### src/rtl/gshare_branch_predictor.sv
// Global-history branch predictor: PHT of N-bit saturating counters indexed by PC hashed with the GHR.
// Optional performance counters are enabled by defining BP_PERF_CNT_EN.
module gshare_branch_predictor #(
    parameter int K         = 8,
    parameter int M         = 4,
    parameter int N         = 2,
    parameter int HASH_MODE = 1
) (
    input  logic         clk,
    input  logic         reset,
    input  logic         pred_valid_in,
    input  logic [K-1:0] pred_pc,
    output logic         pred_valid,
    output logic         pred_taken,
    output logic [M-1:0] pred_hist,
    input  logic         upd_valid,
    input  logic [K-1:0] upd_pc,
    input  logic [M-1:0] upd_hist,
    input  logic         upd_taken,
    output logic         upd_mispredict,
    output logic [M-1:0] ghr_out
`ifdef BP_PERF_CNT_EN
    ,
    output logic [31:0]  perf_branches,
    output logic [31:0]  perf_mispredicts
`endif
);

    localparam int           DEPTH    = 1 << K;
    localparam int           INIT_I   = (N == 1) ? 0 : (1 << (N - 1)) - 1;
    localparam logic [N-1:0] CNT_INIT = INIT_I[N-1:0];
    localparam logic [N-1:0] CNT_MAX  = '1;
    localparam logic [K-1:0] LOW_MASK = {K{1'b1}} >> M;

    // Concatenation keeps the low K-M PC bits under the history; with M==K the mask is empty.
    function automatic logic [K-1:0] f_index(input logic [K-1:0] p, input logic [M-1:0] h);
        logic [K-1:0] hx;
        hx = '0;
        hx[M-1:0] = h;
        if (HASH_MODE == 1)
            return p ^ hx;
        else
            return (p & LOW_MASK) | (hx << (K - M));
    endfunction

    logic [N-1:0] r_pht [DEPTH];
    logic [M-1:0] r_ghr;
    logic         r_pred_valid;
    logic         r_pred_taken;
    logic [M-1:0] r_pred_hist;
    logic         r_upd_mispredict;

    logic [K-1:0] w_pred_idx;
    logic [K-1:0] w_upd_idx;
    logic [N-1:0] w_pred_cnt;
    logic [N-1:0] w_upd_cnt;
    logic [N-1:0] w_upd_cnt_nxt;
    logic         w_upd_miss;
    logic [M:0]   w_ghr_shift;

    assign w_pred_idx  = f_index(pred_pc, r_ghr);
    assign w_upd_idx   = f_index(upd_pc, upd_hist);
    assign w_pred_cnt  = r_pht[w_pred_idx];
    assign w_upd_cnt   = r_pht[w_upd_idx];
    assign w_upd_miss  = w_upd_cnt[N-1] != upd_taken;
    assign w_ghr_shift = {r_ghr, upd_taken};

    always_comb begin
        w_upd_cnt_nxt = w_upd_cnt;
        if (upd_taken) begin
            if (w_upd_cnt != CNT_MAX)
                w_upd_cnt_nxt = w_upd_cnt + 1'b1;
        end else begin
            if (w_upd_cnt != '0)
                w_upd_cnt_nxt = w_upd_cnt - 1'b1;
        end
    end

    // Predict reads the array before this edge's update lands, giving read-before-write on collision.
    always_ff @(posedge clk or negedge reset) begin
        if (!reset) begin
            for (int i = 0; i < DEPTH; i++)
                r_pht[i] <= CNT_INIT;
            r_ghr            <= '0;
            r_pred_valid     <= 1'b0;
            r_pred_taken     <= 1'b0;
            r_pred_hist      <= '0;
            r_upd_mispredict <= 1'b0;
        end else begin
            r_pred_valid     <= pred_valid_in;
            r_upd_mispredict <= upd_valid & w_upd_miss;
            if (pred_valid_in) begin
                r_pred_taken <= w_pred_cnt[N-1];
                r_pred_hist  <= r_ghr;
            end
            if (upd_valid) begin
                r_pht[w_upd_idx] <= w_upd_cnt_nxt;
                r_ghr            <= w_ghr_shift[M-1:0];
            end
        end
    end

    assign pred_valid     = r_pred_valid;
    assign pred_taken     = r_pred_taken;
    assign pred_hist      = r_pred_hist;
    assign upd_mispredict = r_upd_mispredict;
    assign ghr_out        = r_ghr;

`ifdef BP_PERF_CNT_EN
    logic [31:0] r_perf_branches;
    logic [31:0] r_perf_mispredicts;

    always_ff @(posedge clk or negedge reset) begin
        if (!reset) begin
            r_perf_branches    <= '0;
            r_perf_mispredicts <= '0;
        end else if (upd_valid) begin
            if (r_perf_branches != 32'hFFFF_FFFF)
                r_perf_branches <= r_perf_branches + 32'd1;
            if (w_upd_miss && (r_perf_mispredicts != 32'hFFFF_FFFF))
                r_perf_mispredicts <= r_perf_mispredicts + 32'd1;
        end
    end

    assign perf_branches    = r_perf_branches;
    assign perf_mispredicts = r_perf_mispredicts;
`endif

endmodule

### config.mk
export PLATFORM = sky130hd
export DESIGN_NAME = gshare_branch_predictor
export DESIGN_NICKNAME = d
export VERILOG_FILES = /design/src/rtl/gshare_branch_predictor.sv
export SDC_FILE = /design/constraint.sdc
export NUM_CORES = 1
export LEC_CHECK = 0
export ABC_AREA = 1
export CORE_AREA = 2 2 311 435
export CTS_CLUSTER_DIAMETER = 30
export DETAILED_ROUTE_END_ITERATION = 8
export DIE_AREA = 0 0 313 437
export HOLD_SLACK_MARGIN = 0.08
export MAX_ROUTING_LAYER = met4
export PLACE_DENSITY = 0.38
export SYNTH_ARGS = -nofsm -noshare
export SYNTH_HDL_FRONTEND = slang
export SYNTH_SLANG_ARGS = --single-unit
export TNS_END_PERCENT = 5
### constraint.sdc
create_clock -name clk -period 3.3 [get_ports clk]
set_input_delay 0.33 -clock clk [delete_from_list [all_inputs] [get_ports clk]]
set_output_delay 0.33 -clock clk [all_outputs]
set_load 0.02 [all_outputs]
---- Word-level counts from Yosys, hierarchy flattened ----
Cells that the tools add are included.
storage, ports and cells
  flip-flop bits (word level) ............. 523
  latch bits .............................. 0
  RAM bits ................................ 0
  ROM bits ................................ 0
  bits of input ports ..................... 25
  word-level logic and storage cells ...... 287
  memories ................................ 0
cells by class
  add/subtract/negate cells ............... 2
  multiply operators ...................... 0
  divide/modulo/power cells ............... 0
  order comparisons ....................... 3
  eq/ne operators ......................... 2
  shift-type cells ........................ 0
  multiplexer cells ....................... 12
  bitwise gates (word level) .............. 5
  reduce and logical (&&, ||, !) cells .... 2
operators with widths
  cell                                                number
  bitwise mux 512 bit                                 1
  binary-select mux 2 bit (select 8 bit)              2
  >= comparator 9 bit, second input constant          2
  NOT 8 -> 9 bit                                      2
  demux 2 bit (select 8 bit)                          1
  two-way mux 2 bit                                   8
  XOR 8 x 4 -> 8 bit                                  2
  < comparator 9 x 1 -> 1 bit, second input constant  1
  adder 2 x 1 -> 2 bit, second input constant         1
  != test 2 bit, second input constant                1
  nonzero test 2 bit                                  1
  subtractor 2 x 1 -> 2 bit, second input constant    1
  bitwise AND 1 bit                                   1
  logical AND 1 bit                                   1
  != test 1 bit                                       1

---- Depth between registers and ports, before layout ----
Gate-level depths: netlist of the first run.
  depth in word-level cells ............... 9
  depth in mapped cells ................... 23
  gate-level depth less buffers ........... 19

---- Worst setup path before layout of the first run ----
No wires, ideal clock.
  kind .................................... input to register
  from .................................... in upd_hist[1]
  to ...................................... reg r_pht[433] (netlist bit)
  setup time .............................. 0.118 ns
  arrival time ............................ 2.292 ns
  required time ........................... 3.182 ns
  slack ................................... 0.890 ns
  stages on the path ...................... 17
  buffers on the path ..................... 5
  cell sequence ........................... xnor2_1 buf_2 buf_2 buf_2 nand3_1 nand3_1 nand2_1 o21ai_1 nand4_1 nand2_1 nand2_1 nor2_1 nand2_1 buf_2 buf_2 nand3_1 nand2_1
on the way
  longest elaborated chain between the ends .. 9
  elaborated cells on any way between the ends .. 18
ends and longest elaborated chain
  item                                                  line    source
  start, declared                                       18      input logic [M-1:0] upd_hist,
  XOR 8 x 4 -> 8 bit *                                  41      return p ^ hx;
  NOT 8 -> 9 bit (not written as such) *                64, 97
  binary-select mux 2 bit (select 8 bit)                64      assign w_upd_cnt = r_pht[w_upd_idx];
  two-way mux 2 bit (not written as such) (2 in a row)  64
  subtractor 2 x 1 -> 2 bit (tied with other cells)     75      w_upd_cnt_nxt = w_upd_cnt - 1'b1;
  two-way mux 2 bit, on equally long branches           74, 71
  two-way mux 2 bit                                     70      if (upd_taken) begin
  bitwise mux 512 bit *                                 97      r_pht[w_upd_idx] <= w_upd_cnt_nxt;
  end signal, assigned by index                         97
  end, declared                                         46      logic [N-1:0] r_pht [DEPTH];
Mark *: on every way between the ends. The rest lies on a longest branch, timed or not. The select of a mux whose other input is x is not followed.
A chain may end at the register's enable or synchronous reset.

---- Worst setup path after layout of the first run ----
  from .................................... in upd_pc[0]
  to ...................................... reg r_pht[202] (netlist bit)
on the way
  longest elaborated chain between the ends .. 9
  elaborated cells on any way between the ends .. 18
ends and longest elaborated chain
  item                                                  line    source
  start, declared                                       17      input logic [K-1:0] upd_pc,
  XOR 8 x 4 -> 8 bit *                                  41
  NOT 8 -> 9 bit (not written as such) *                64, 97
  binary-select mux 2 bit (select 8 bit)                64
  two-way mux 2 bit (not written as such) (2 in a row)  64
  subtractor 2 x 1 -> 2 bit (tied with other cells)     75
  two-way mux 2 bit, on equally long branches           74, 71
  two-way mux 2 bit                                     70
  bitwise mux 512 bit *                                 97
Marked as above.

==> impl_metrics.tcl, run 1 <==
set metrics [dict create \
    drt_pass1_iterations 6 \
    slew_headroom 0.5453 \
    io_pins 36 \
    status "finished clean" \
    portBuffers 35 \
    switching_power_mw 7.800 \
    synth_area_um2 30370 \
    leakagePower_nw 17.81 \
    setup_slack_ns 0.1146 \
    ant_nets 0 \
    row_count 158 \
    cts_buffer_depth 3 \
    maxCapViolations 0 \
    grt-ovfl-total 0 \
    yosysSeqAreaShare 0.4415 \
    ys_warn_count 0 \
    cts_buffers 135 \
    max_freq_mhz 313.9 \
    n_fill_cell 14210 \
    syn_inst 4535 \
    power_density_nw_per_um2 642.6 \
    final_cells 6601 \
    clock_latency_ns 0.75 \
    grt_pass1_wl_mm 209.8 \
    pre_cts_slack_ns -0.7992 \
    cp.required_ns 3.98 \
    root_buffer "clkbuf_16" \
    drt_iter0_drc 2490 \
    layout_common_cells "2,012 x nand2_1, 793 x nand3_1, 342 x inv_1, 267 x dfrtp_1, 256 x dfstp_2" \
    combPwrFrac 0.192 \
    via_per_inst 4.714 \
    rsz0062_at_grt "no" \
    cp_max_fo 26 \
    startpoint_type "input pin" \
    min_path_type "input pin to asynchronous set/reset pin" \
    vias 31120 \
    path_class "input pin to register" \
    dp_hpwl_mm 94.02 \
    fp.dieW_um 313 \
    end_kind "register" \
    report.final.hold_viol_count 0 \
    arrival_ns 3.86 \
    ir_worst_vdd_uv 573.4 \
    setup_viol 0 \
    yosysUniqueCellTypes 22 \
    drc 0 \
    worst_pin_slew_ns 0.6821 \
    drt_wl_total_mm 141.5 \
    maxSlewViolCount 0 \
    initial_core_util 0.2290 \
    core_area_um2 132700 \
    grtUsageTotal 0.2124 \
    die-area_um2 136800 \
    syn_avg_cell_area_um2 6.697 \
    placed_cells 6349 \
    syn_to_final_growth_pct 30.87 \
    fin_tns_setup_ns 0 \
    pwr-share-seq 0.284 \
    die_h_um 437 \
    grt_max_degree 92 \
    grt_pass1_vias 31010 \
    htree_levels 4 \
    drive_gt1_frac 0.1685 \
    ys_ff_latch 523 \
    power_mw 25.54 \
    fin_util 0.2996 \
    power.share.clock 0.524 \
    layout_min_cycle_time_ns 3.185 \
    clk_pin_slew_worst_paths_ns 0.04 \
    place_congestion 0.8282 \
    synth_nets 4560 \
    fin_crit_sh 0.9653 \
    clock_sink_count 523 \
    p_int_mw 17.74 \
    cts_tree "done" \
    post_drt_wl_per_cell_um 21.43 \
    antenna_found_initial 4 \
    skew_ns 0.02879 \
    p_sw_frac 0.3054 \
    final_common_cell "nand2_1" \
    nNetsFinal 4753 \
]
-- stage by stage --
step	hold WS (ns)	cell area, um^2
4_1_cts	0.1211	39730
6_report	0.1430	39740
3_5_place_dp	0.3430	35170
2_1_floorplan	0.03441	30370
5_1_grt	0.1594	39740
3_3_place_gp	0.3423	35170
-- Yosys cell counts, drive strengths merged --
cell type / number / area share
a41oi: 2 / 0.00058
buf: 152 / 0.027
clkbuf: 119 / 0.015
clkinv: 12 / 0.0015
dfrtp: 267 / 0.22
dfstp: 256 / 0.22
inv: 346 / 0.043
nand2: 2019 / 0.25
nand3: 793 / 0.13
nand4: 7 / 0.0014
nor2: 239 / 0.030
nor3: 149 / 0.025
o211ai: 70 / 0.017
o21ai: 67 / 0.011
or2: 30 / 0.0062
xnor2: 6 / 0.0017
xor2: 1 / 0.00029
-- registers in the layout (all words and copies together), names as in the netlist --
| register | flops |
|---|---|
| ghr_out | 4 |
| upd_mispredict | 1 |
| pred_taken | 1 |
| r_pht | 512 |
| pred_valid | 1 |
| pred_hist | 4 |
-- final timing paths --
path	start	endpoint	slack, ns	cells past startpoint
max in group asynchronous	reset	r_pht[295]$_DFFE_PN0P_	2.17	3
worst max-delay path	upd_pc[0]	r_pht[202]$_DFFE_PN1P_	0.11	22
min in group clk	upd_taken	ghr_out[0]$_DFFE_PN0P_	0.35	3
worst min-delay path	reset	r_pht[369]$_DFFE_PN0P_	0.14	2
worst min register to register	r_pht[328]$_DFFE_PN1P_	r_pht[328]$_DFFE_PN1P_	0.46	2
worst max register to register	ghr_out[0]$_DFFE_PN0P_	pred_taken$_DFFE_PN0P_	0.52	15
-- power groups by stage --
stage,Sequential (mW),Combinational (mW),Clock [mW]
floorplan,7.25,2.28,0
global placement,7.32,4.94,0
detailed placement,7.31,4.94,0
CTS,7.24,4.96,13.7
global route,7.28,5.24,14.0
finish,7.24,4.91,13.4
-- routing by layer --
metal / wire [um] / part of all wire / track usage / vias up
li1: - / - / - / 14800
met1: 60880 / 0.43 / 0.2596 / 15160
met2: 69030 / 0.49 / 0.3527 / 901
met3: 6637 / 0.047 / 0.03264 / 255
met4: 4929 / 0.035 / 0.07810 / 0
met5: 0 / 0 / - / -
-- critical path, cell delays in order --
cell and delay, ns:
clkdlybuf4s50_1 0.51, inv_2 0.05, nand2_2 0.09, buf_4 0.47, nand3_1 0.16, nand3_1 0.13
nand3_1 0.14, nand2_1 0.10, nor2_1 0.08, nor2_2 0.36, nor2_1 0.08, nand2_1 0.09
nand2_1 0.05, nand2_1 0.17, o21ai_1 0.09, buf_4 0.16, buf_4 0.13, nand2_4 0.08
buf_12 0.18, buf_12 0.20, nand2_1 0.07, nand2_1 0.07
-- cell type report --
class	instances	area [um^2]	share of cell area
repair buffers	327	3732	0.09391
clock buffers	193	3867	0.09731
diodes	3	7.507	0.0001889
clock inverters	54	673.1	0.01694
inverters	358	1353	0.03403
multi-input cells	3383	14500	0.3649
well taps	1760	2202	0.05541
flip-flops and latches	523	13410	0.3374
-- kinds of logic (layout without fill, tap and decap cells) --
| group | after synthesis | count (layout) | synth area share |
|---|---|---|---|
| simple gates | 3237 | 3237 | 0.4421 |
| buf+inv | 629 | 932 | 0.08549 |
| flops | 523 | 523 | 0.4415 |
| compound gates | 139 | 139 | 0.02892 |
| xor+xnor | 7 | 7 | 0.002019 |
| other cells | 0 | 3 | 0 |
-- repair_timing --
item,CTS,global route
hold endpoints to repair,123,0
buffers inserted,0,0
endpoints found under the setup margin,1,443
gates resized for setup,1,2
hold buffers,2,0
Note: power is estimated with default switching activity, not from simulation.
==> inputs of run 2 (changes only) <==
- CTS_CLUSTER_DIAMETER: 30 -> 80
==> impl_metrics.tcl, run 2 (synthesis gave the netlist of run 1 again) <==
set metrics [dict create \
    worst_pin_slew_ns 0.6814 \
    slew_headroom 0.5458 \
    reg2reg_from "ghr_out[0]$_DFFE_PN0P_" \
    fin_util 0.2808 \
    status "finished clean" \
    power.share.clock 0.373 \
    post_drt_wl_per_cell_um 21.61 \
    place_area_um2 35170 \
    r2r_slack_ns 0.48 \
    die-area_um2 136800 \
    n_fill_cell 14410 \
    grt_max_degree 92 \
    fp.dieW_um 313 \
    io_pins 36 \
    drive_gt1_frac 0.1483 \
    report.final.hold_viol_count 0 \
    skew_ns 0.02811 \
    hold_path_startpoint "pred_valid_in" \
    max_freq_mhz 318.4 \
    row_count 158 \
    ant_nets 0 \
    cts_buffers 59 \
    power_density_nw_per_um2 519.5 \
    placed_cells 6349 \
    cp_max_fo 21 \
    initial_core_util 0.2290 \
    drt_wl_total_mm 139.8 \
    leakagePower_nw 16.59 \
    dp_hpwl_mm 94.02 \
    arrival_ns 3.69 \
    via_per_inst 4.721 \
    cts_tree "done" \
    path_class "input pin to register" \
    drc 0 \
    clock_latency_ns 0.67 \
    antenna_found_initial 4 \
    syn_to_final_growth_pct 22.65 \
    final_common_cell "nand2_1" \
    final_cells 6466 \
    design_area_um2 37250 \
    largest_reg_flops 512 \
    setup_viol 0 \
    grtUsageTotal 0.2080 \
    cp.required_ns 3.85 \
    root_buffer "clkbuf_16" \
    nNetsFinal 4676 \
    worstHoldPathCells 1 \
    p_int_mw 12.79 \
    core_area_um2 132700 \
    regArea_um2 13410 \
    fin_tns_setup_ns 0 \
    fin_crit_sh 0.9516 \
    worstHoldEndpoint "pred_valid$_DFF_PN0_" \
    layout_common_cells "2,012 x nand2_1, 793 x nand3_1, 342 x inv_1, 267 x dfrtp_1, 256 x dfstp_2" \
    switching_power_mw 6.559 \
    cts_buffer_depth 3 \
    maxCapViolations 0 \
    layout_min_cycle_time_ns 3.140 \
    p_sw_frac 0.3390 \
    end_kind "register" \
    startpoint_type "input pin" \
    combPwrFrac 0.254 \
    die_h_um 437 \
    cp-startpoint "upd_pc[1]" \
    drt_iter0_drc 2397 \
    maxSlewViolCount 0 \
    grt_pass1_wl_mm 206.6 \
    clock_sink_count 523 \
    grt_pass1_vias 30050 \
    portBuffers 35 \
    regMostFlops "r_pht" \
    clk_pin_slew_worst_paths_ns 0.06 \
    place_congestion 0.8282 \
    rsz0062_at_grt "no" \
    min_path_type "input pin to register" \
    r2r-end "pred_taken$_DFFE_PN0P_" \
    r2r_cells 15 \
    vias 30530 \
    drt_pass1_iterations 5 \
    multi_input_area_um2 14510 \
    pwr-share-seq 0.373 \
    grt-ovfl-total 0 \
    ir_worst_vdd_uv 378.1 \
    htree_levels 2 \
]
run 2: cell count changes in the layout (fill, tap and decap cells not counted), moves of 4 or more:
cell / change
clkbuf_8: -11
clkinv_2: -10
inv_6: -10
clkbuf_1: -15
clkbuf_16: -75
bufinv_16: -7
clkinvlp_4: -4
run 2: worst max path at each step:
stage	slack, ns	end	depth (start not counted)
after floorplan	0.89	r_pht[433]$_DFFE_PN0P_	17
after global placement	-0.84	r_pht[92]$_DFFE_PN1P_	22
after detailed placement	-0.80	r_pht[138]$_DFFE_PN1P_	22
after CTS	0.08	r_pht[202]$_DFFE_PN1P_	22
after global routing	0.00006	r_pht[475]$_DFFE_PN0P_	22
final	0.16	r_pht[357]$_DFFE_PN0P_	22
run 2: final cells by class:
cell class / instances / share of cell area
Antenna cell: 5 / 0.0003359
Clock buffer: 92 / 0.04787
Inverter: 358 / 0.03631
Clock inverter: 19 / 0.006785
Timing Repair Buffer: 326 / 0.1000
Sequential cell: 523 / 0.3599
Tap cell: 1760 / 0.05912
Multi-Input combinational cell: 3383 / 0.3896
run 2: per-stage QoR:
step | total power, mW | worst slack (ns) | hold WS, ns
after floorplan | 9.524 | 0.8901 | 0.03441
after global placement | 12.27 | -0.8360 | 0.3423
after detailed placement | 12.26 | -0.7992 | 0.3430
after CTS | 19.62 | 0.07537 | 0.1717
after global routing | 20.15 | 0.00005640 | 0.2040
final | 19.35 | 0.1597 | 0.2218
run 2: critical path, cell delays in order:
cell and delay, ns:
clkdlybuf4s50_1 0.53, xnor2_2 0.33, buf_12 0.21, buf_12 0.20, buf_4 0.19, nand3_1 0.09
nand3_1 0.09, nand2_1 0.13, nor2_1 0.14, nor2_1 0.09, nor2_1 0.11, nand2_1 0.06
nand2_1 0.05, nand2_1 0.13, nor2_1 0.13, buf_4 0.14, nand2_8 0.05, buf_4 0.15
buf_12 0.16, buf_12 0.17, nand3_1 0.09, nand2_1 0.05
run 2: repair_timing:
item | in CTS | in global routing
gates resized for setup | 2 | 6
hold buffers | 1 | 0
pin swaps | 0 | 1
endpoints found under the hold margin | 64 | 0
endpoints found under the setup margin | 339 | 267
setup buffers | 0 | 0
run 2: routing by layer:
metal	share of wire	up-vias	routed length, um	track usage
li1	-	14560	-	-
met1	0.43	14990	60340	0.2576
met2	0.49	786	68550	0.3515
met3	0.046	187	6395	0.02605
met4	0.032	0	4478	0.06459
met5	0	-	0	-
run 2: power groups by stage:
stage / logic [mW] / registers [mW] / clock network (mW)
2_1_floorplan: 2.28 / 7.25 / 0
3_3_place_gp: 4.94 / 7.32 / 0
3_5_place_dp: 4.94 / 7.31 / 0
4_1_cts: 4.95 / 7.22 / 7.45
5_1_grt: 5.24 / 7.26 / 7.65
6_report: 4.91 / 7.22 / 7.22
